## src/rtl/zorro2_fastram_responder.sv

```systemverilog
// Zorro II AutoConfig FastRAM target: config nibble reads, base/shut-up writes, RAM selects, DTACK_n.
// Optional FASTRAM_ZERO_WAIT_EN: FastRAM cycles acknowledge on the decode edge itself.
module zorro2_fastram_responder #(
  parameter int unsigned WAIT_STATES = 1,
  parameter logic [2:0]  SIZE_CODE   = 3'b000,
  parameter logic [7:0]  PRODUCT_ID  = 8'h98,
  parameter logic [15:0] MANUF_ID    = 16'h07DB
) (
  input  logic        CPU_CLK,
  input  logic        RESET_n,
  input  logic        AS_n,
  input  logic        UDS_n,
  input  logic        LDS_n,
  input  logic        RW,
  input  logic [23:1] ADDRESS,
  input  logic [3:0]  DATA_IN,
  output logic        DTACK_n,
  output logic [1:0]  RAM_CS_n,
  output logic [3:0]  DATA_OUT,
  output logic        DATA_OE,
  output logic        CONFIGURED,
  output logic        SHUTUP,
  output logic [7:0]  BASE
);

  typedef enum logic [1:0] {IDLE, WAIT, ACK, END} state_t;

  state_t      state_reg, state_next;
  logic [1:0]  wait_cnt_reg, wait_cnt_next;
  logic        is_ac_reg, is_ac_next;
  logic        dtack_n_reg, dtack_n_next;
  logic [1:0]  ram_cs_n_reg, ram_cs_n_next;
  logic [3:0]  data_out_reg, data_out_next;
  logic        data_oe_reg, data_oe_next;
  logic        configured_reg, configured_next;
  logic        shutup_reg, shutup_next;
  logic [7:0]  base_reg, base_next;
  logic        as_meta_reg, as_s_reg;

  logic        ac_addr, ram_match, ram_addr;
  logic [7:0]  ac_offset;
  logic [3:0]  ac_nibble;
  logic        unused_addr;

  assign unused_addr = ^ADDRESS[15:8];

  // AS_n is the only strobe crossing in asynchronously; the rest are stable while it is low.
  always_ff @(posedge CPU_CLK or negedge RESET_n) begin
    if (!RESET_n) begin
      as_meta_reg <= 1'b1;
      as_s_reg    <= 1'b1;
    end else begin
      as_meta_reg <= AS_n;
      as_s_reg    <= as_meta_reg;
    end
  end

  assign ac_offset = {ADDRESS[7:1], 1'b0};
  assign ac_addr   = (ADDRESS[23:16] == 8'hE8) && !configured_reg && !shutup_reg;

  always_comb begin
    case (SIZE_CODE)
      3'b110:  ram_match = (ADDRESS[23:21] == base_reg[7:5]);
      3'b111:  ram_match = (ADDRESS[23:22] == base_reg[7:6]);
      default: ram_match = (ADDRESS[23] == base_reg[7]);
    endcase
  end

  assign ram_addr = configured_reg && ram_match;

  always_comb begin
    case (ac_offset)
      8'h00:   ac_nibble = 4'hE;
      8'h02:   ac_nibble = {1'b0, SIZE_CODE};
      8'h04:   ac_nibble = ~PRODUCT_ID[7:4];
      8'h06:   ac_nibble = ~PRODUCT_ID[3:0];
      8'h08:   ac_nibble = 4'h7;
      8'h0A:   ac_nibble = 4'hF;
      8'h10:   ac_nibble = ~MANUF_ID[15:12];
      8'h12:   ac_nibble = ~MANUF_ID[11:8];
      8'h14:   ac_nibble = ~MANUF_ID[7:4];
      8'h16:   ac_nibble = ~MANUF_ID[3:0];
      default: ac_nibble = 4'hF;
    endcase
  end

  always_comb begin
    state_next      = state_reg;
    wait_cnt_next   = wait_cnt_reg;
    is_ac_next      = is_ac_reg;
    dtack_n_next    = dtack_n_reg;
    ram_cs_n_next   = ram_cs_n_reg;
    data_out_next   = data_out_reg;
    data_oe_next    = data_oe_reg;
    configured_next = configured_reg;
    shutup_next     = shutup_reg;
    base_next       = base_reg;

    case (state_reg)
      IDLE: begin
        if (!as_s_reg) begin
          if (ac_addr || ram_addr) begin
            state_next    = WAIT;
            wait_cnt_next = 2'(WAIT_STATES);
            is_ac_next    = ac_addr;
            if (ram_addr) begin
              ram_cs_n_next = {UDS_n, LDS_n};
`ifdef FASTRAM_ZERO_WAIT_EN
              state_next    = ACK;
              dtack_n_next  = 1'b0;
`endif
            end
            if (ac_addr && RW) begin
              data_oe_next  = 1'b1;
              data_out_next = ac_nibble;
            end
          end else begin
            state_next = END;
          end
        end
      end

      WAIT: begin
        // Strobe withdrawn before acknowledge: abandon without applying any write.
        if (as_s_reg) begin
          state_next    = END;
          dtack_n_next  = 1'b1;
          ram_cs_n_next = 2'b11;
          data_oe_next  = 1'b0;
          data_out_next = 4'hF;
        end else if (wait_cnt_reg == 2'd0) begin
          state_next   = ACK;
          dtack_n_next = 1'b0;
          if (is_ac_reg && !RW && !UDS_n) begin
            case (ac_offset)
              8'h4A: base_next[3:0] = DATA_IN;
              8'h48: begin
                base_next[7:4]  = DATA_IN;
                configured_next = 1'b1;
              end
              8'h4C: shutup_next = 1'b1;
              default: ;
            endcase
          end
        end else begin
          wait_cnt_next = wait_cnt_reg - 2'd1;
        end
      end

      ACK: begin
        if (as_s_reg) begin
          state_next    = END;
          dtack_n_next  = 1'b1;
          ram_cs_n_next = 2'b11;
          data_oe_next  = 1'b0;
          data_out_next = 4'hF;
        end
      end

      END: begin
        state_next    = IDLE;
        dtack_n_next  = 1'b1;
        ram_cs_n_next = 2'b11;
        data_oe_next  = 1'b0;
        data_out_next = 4'hF;
      end

      default: state_next = IDLE;
    endcase
  end

  always_ff @(posedge CPU_CLK or negedge RESET_n) begin
    if (!RESET_n) begin
      state_reg      <= IDLE;
      wait_cnt_reg   <= 2'd0;
      is_ac_reg      <= 1'b0;
      dtack_n_reg    <= 1'b1;
      ram_cs_n_reg   <= 2'b11;
      data_out_reg   <= 4'hF;
      data_oe_reg    <= 1'b0;
      configured_reg <= 1'b0;
      shutup_reg     <= 1'b0;
      base_reg       <= 8'h00;
    end else begin
      state_reg      <= state_next;
      wait_cnt_reg   <= wait_cnt_next;
      is_ac_reg      <= is_ac_next;
      dtack_n_reg    <= dtack_n_next;
      ram_cs_n_reg   <= ram_cs_n_next;
      data_out_reg   <= data_out_next;
      data_oe_reg    <= data_oe_next;
      configured_reg <= configured_next;
      shutup_reg     <= shutup_next;
      base_reg       <= base_next;
    end
  end

  assign DTACK_n    = dtack_n_reg;
  assign RAM_CS_n   = ram_cs_n_reg;
  assign DATA_OUT   = data_out_reg;
  assign DATA_OE    = data_oe_reg;
  assign CONFIGURED = configured_reg;
  assign SHUTUP     = shutup_reg;
  assign BASE       = base_reg;

endmodule
```

## config.mk

```make
export PLATFORM = sky130hd
export DESIGN_NAME = zorro2_fastram_responder
export DESIGN_NICKNAME = d
export VERILOG_FILES = /design/src/rtl/zorro2_fastram_responder.sv
export SDC_FILE = /design/constraint.sdc
export NUM_CORES = 1
export LEC_CHECK = 0
export BUFFER_PORTS_ARGS = -buffer_cell sky130_fd_sc_hd__buf_4
export CAP_MARGIN = 20
export CELL_PAD_IN_SITES_DETAIL_PLACEMENT = 1
export CELL_PAD_IN_SITES_GLOBAL_PLACEMENT = 2
export CORE_AREA = 2 2 71 73
export CTS_CLUSTER_DIAMETER = 40
export DETAILED_ROUTE_END_ITERATION = 8
export DIE_AREA = 0 0 73 75
export GPL_ROUTABILITY_DRIVEN = 0
export PLACE_DENSITY = 0.89
export SYNTH_ARGS = -nofsm -noshare
export SYNTH_HDL_FRONTEND = slang
export SYNTH_SLANG_ARGS = --single-unit
```

## constraint.sdc

```tcl
create_clock -name CPU_CLK -period 2.7 [get_ports CPU_CLK]
set_input_delay 0.405 -clock CPU_CLK [delete_from_list [all_inputs] [get_ports CPU_CLK]]
set_output_delay 0.405 -clock CPU_CLK [all_outputs]
set_load 0.01 [all_outputs]
```

After elaboration in Yosys (flattened, before gate mapping). Memory sizes are Yosys's and may differ from the RTL's. Index checks and enable logic that the tools add are counted.

Bits in registers: 25. ROM bits: 128. Input port bits: 33. Logic and storage cells: 89. Memories kept: 1.

Memory list: (no name shown) (depth 32, width 4, rd ports 1, clocked after memory_dff 0, write ports 0, RTL line 72) `case (ac_offset)`.

Add/subtract/negate cells: 1. Equal/unequal tests: 17. Muxes and demuxes: 30. Bitwise logic cells: 1. Reductions and logical operators: 26.

Operators with widths (count): two-way mux 2 bit (12); == test 7 x 6 -> 1 bit (second input constant) (3); two-way mux 4 bit (5); AND reduction 5 bit (4); != test 2 bit (second input constant) (7); one-hot mux 4 bit (3 select lines) (1); AND reduction 3 bit (3); == test 8 bit (second input constant) (1); one-hot mux 2 bit (4 select lines) (1); AND reduction 4 bit (2); two-way mux 1 bit (7); logical AND 1 bit (6); one-hot mux 1 bit (3 select lines) (2); one-hot mux 2 bit (3 select lines) (1); == test 2 bit (second input constant) (2); logical NOT 1 bit (4); logical NOT 2 bit (2); one-hot mux 2 bit (2 select lines) (1); logical NOT 3 bit (1); != test 3 bit (second input constant) (1); nonzero test 3 bit (1); == test 2 x 1 -> 1 bit (second input constant) (1); != test 2 x 1 -> 1 bit (second input constant) (1); nonzero test 2 bit (1); other kinds (5) (5).

Longest topological paths before layout.
Depth in word-level cells: 8. Mapped depth: 8. Gate-level depth less buffers: 8.

Worst setup path after synthesis. No wires, ideal clock.

Path kind: flip-flop to flip-flop. From: register state_reg[0]. To: register data_oe_reg, in the netlist DATA_OE. Library setup time: 0.125 ns. Arrival: 1.756 ns. Path slack: 0.820 ns. Stages on the path, launching flop included: 6. Period minus slack after synthesis: 1.880 ns. Path through: dfrtp_1 > inv_1 > ha_1 > and4bb_2 > a31oi_1 > mux2_2.

Cells in the longest elaborated chain, start to end: 4. Elaborated cells between the ends (all ways): 11. Classes of those cells: eq/ne: 7; mux: 1; reduce/logical: 3.

Ends and longest elaborated chain: start: declaration (RTL line 28) `state_t state_reg, state_next;`; start signal: assignment (RTL line 185) `state_reg <= state_next;`; == test 2 bit or == test 2 x 1 -> 1 bit (tied branches) (RTL line 99) `case (state_reg)`; OR reduction 2 bit (no source line); != test 2 x 1 -> 1 bit (no source line); AND reduction 4 bit (no source line); end signal: assignment (RTL line 191) `data_oe_reg <= data_oe_next;`; end: declaration (RTL line 34) `logic data_oe_reg, data_oe_next;`.

Parallel ways exist; a longest one is shown, timed or not. A chain may end at the register's enable or synchronous reset.

Worst setup path in the final report. Ends and elaborated chain as after synthesis.

==> flow_summary_export.csv <==
group,metric,value,unit
route,firstDrtPassIters,4,
grt,grt_max_degree,26,
synthesis,synth_compound_area_share,10.38,%
clocking,cts_resized,0,
sta,clock_skew,0.005793,ns
synthesis,yosysMostFrequentCell,"dfrtp_1",
placed_design,placed_cell_area,0.001740,mm^2
clocking,postCtsSetupBuffers,0,
worst_setup_path,cp-end-kind,"flip-flop",
route,viasPerCell,5.032,
finish,design_area,0.001790,mm^2
grt,grt_usage,13.64,%
flow_run,maxCapViolCount,0,
synthesis,synth_cell_types,33,
floorplanning,die_area,0.005475,mm^2
grt,overflow,0,
grt,grt_first_pass_wirelength,5623,um
grt,first_global_vias,1185,
route,drc_errors,0,
synthesis,syn_area,0.001363,mm^2
synthesis,synth-async-reset-ratio,100.0,%
hold_path,hold_path.class,"input port to async pin",
synthesis,synth-simple-area-share,14.78,%
power_and_ir_drop,ir_drop,227.5,uV
synthesis,synthFlopType,"dfrtp_1",
worst_setup_path,crit_type,"flip-flop to flip-flop",
floorplanning,start_util,29.23,%
worst_setup_path,start_kind,"flip-flop",
sta,fmaxAchievable,445.9,MHz
run_status,status,"finished clean",
synthesis,synth_mux_area_share,13.96,%
worst_setup_path,crit_fanout,6,
finish,nets,208,
synthesis,synth_xor_area_share,0.6428,%
synthesis,synthTopCellsByCount,"dfrtp_1, mux2_2, ha_1, inv_1",
finish,area_growth,31.41,%
sta,finalSetupTns,0,ns
clocking,clock_latency,0.28,ns
route,first_iter_violations,15,
synthesis,synth.avg_cell_area,11.55,um^2
clocking,numCtsBuffers,3,
synthesis,yosysTopAreaCell,"dfrtp_1",
route,vias,1092,
sta,slew_viol_final,0,
route,routedWlPerCell,16.13,um
synthesis,yosysSeqAreaShare,46.74,%
clocking,ctsHoldBuffers,0,
route,routed_wl,3500,um
synthesis,synth_top_area_share,29.38,%
floorplanning,die_w,73,um
power_and_ir_drop,p_leak,0.8673,nW
finish,layout-drive-gt1-share,46.01,%
route,ant_nets,0,
synthesis,synth-seq-cells,25,
finish,n_antenna_cell,0,
floorplanning,row_count,25,
clocking,clock_sink_count,25,
synthesis,synth_edf_count,0,
sta,setup_viol,0,
finish,largest_reg_flops,8,
sta,tightest_slew,0.6183,ns
placed_design,dp_hpwl,2785,um
worst_setup_path,cp.required,2.86,ns
synthesis,synth_top_family_by_area,"simple AND/OR/NAND/NOR gates",
clocking,cts-htree-levels,1,
sta,hold_violations,0,
synthesis,yosys-top-cells-area,"dfrtp_1, dfstp_2, mux2_2",
synthesis,synth_fa_ha_area_share,10.10,%
sta,fin_crit_sh,83.05,%
synthesis,syn-num-nets,162,
clocking,cts_root_buf,"clkbuf_8",
clocking,path_clk_slew,0.10,ns
sta,rsz0062_at_grt,"false",
floorplanning,die_y,75,um
placed_design,io_buffers,42,
floorplanning,core,0.004661,mm^2
sta,slew_headroom,58.20,%
synthesis,yosys_warnings,0,
worst_setup_path,arrival,2.41,ns
power_and_ir_drop,p_per_area,692.8,mW/mm^2
synthesis,syn_inst,118,
grt,grt_antenna_before_repair,0,
clocking,cts_tree,"yes",
floorplanning,pin_count,51,
clocking,clk_path_buf_depth,2,
sta,min_period,2.242,ns
==> metrics by stage <==
step           worst slack (ns)  power, mW  hold WS (ns)  util [%]  instances
2_1_floorplan            0.8196     0.8275        0.1094         -        118
3_3_place_gp             0.5876     0.9637        0.3254     37.34        213
3_5_place_dp             0.3573      1.009        0.3327     37.34        213
4_1_cts                  0.4460      1.260       0.02247     38.42        217
5_1_grt                  0.3226      1.337       0.02187     38.42        217
6_report                 0.4576      1.240       0.01438     38.42        217
==> cell families (layout without fill, tap and decap cells) <==
logic type	after synthesis	in the layout
AO/OA/AOI/OAI	21	21
XOR/XNOR	1	1
adder cells (fa/ha/maj)	11	11
buffers and inverters	12	57
flip-flops	25	25
multiplexers	17	17
AND/OR/NAND/NOR	31	31
==> routing by layer <==
| metal | vias to the layer above | GRT usage, % | share of wire, % |
|---|---|---|---|
| met5 | - | 0 | 0 |
| met3 | 5 | 1.473 | 3.3 |
| li1 | 506 | - | - |
| met4 | 0 | 5.350 | 1.1 |
| met2 | 24 | 26.43 | 55 |
| met1 | 557 | 15.16 | 40 |
==> worst paths after layout <==
check	from	to	slack (ns)	depth (start not counted)
max	state_reg[0]	DATA_OE	0.46	5
min	RESET_n	state_reg[0]	0.01	1
max reg2reg	state_reg[0]	DATA_OE	0.46	5
min reg2reg	as_meta_reg	as_s_reg	0.36	0
max in group asynchronous	RESET_n	DTACK_n	2.38	1
min in group CPU_CLK	AS_n	as_meta_reg	0.23	1
==> critical path, cell delays in order, from the launching register on <==
cell	delay, ns
dfrtp_1	0.46
inv_1	0.12
ha_1	0.36
and4bb_2	0.27
a31oi_1	0.51
mux2_2	0.41
==> area by class of cell <==
type / instances / area, um^2
clock buffers: 3 / 41.29
clock inverters: 1 / 8.758
fillers: 521 / 2870
inverters: 11 / 41.29
multi-input cells: 81 / 679.4
flip-flops and latches: 25 / 636.9
well taps: 54 / 67.56
repair buffers: 42 / 315.3
==> report_power, final <==
group          switching, mW  leakage (nW)  internal [mW]  total [mW]
Clock                  0.133        0.0261          0.108       0.242
Combinational          0.262         0.533          0.244       0.506
Sequential            0.0453         0.308          0.447       0.493
Total                  0.440         0.867          0.800        1.24
==> placed cells by master, fill, tap and decap left out, types with 3 or more instances in the layout <==
| cell | count |
|---|---|
| buf_4 | 42 |
| dfrtp_1 | 16 |
| mux2_2 | 14 |
| inv_1 | 11 |
| ha_1 | 11 |
| dfstp_2 | 9 |
| nand2_1 | 9 |
| o21ai_0 | 7 |
| nor2_1 | 4 |
| a31oi_1 | 4 |
| nand2b_1 | 3 |
| clkbuf_8 | 3 |
Note: power is estimated with default switching activity, not from simulation.
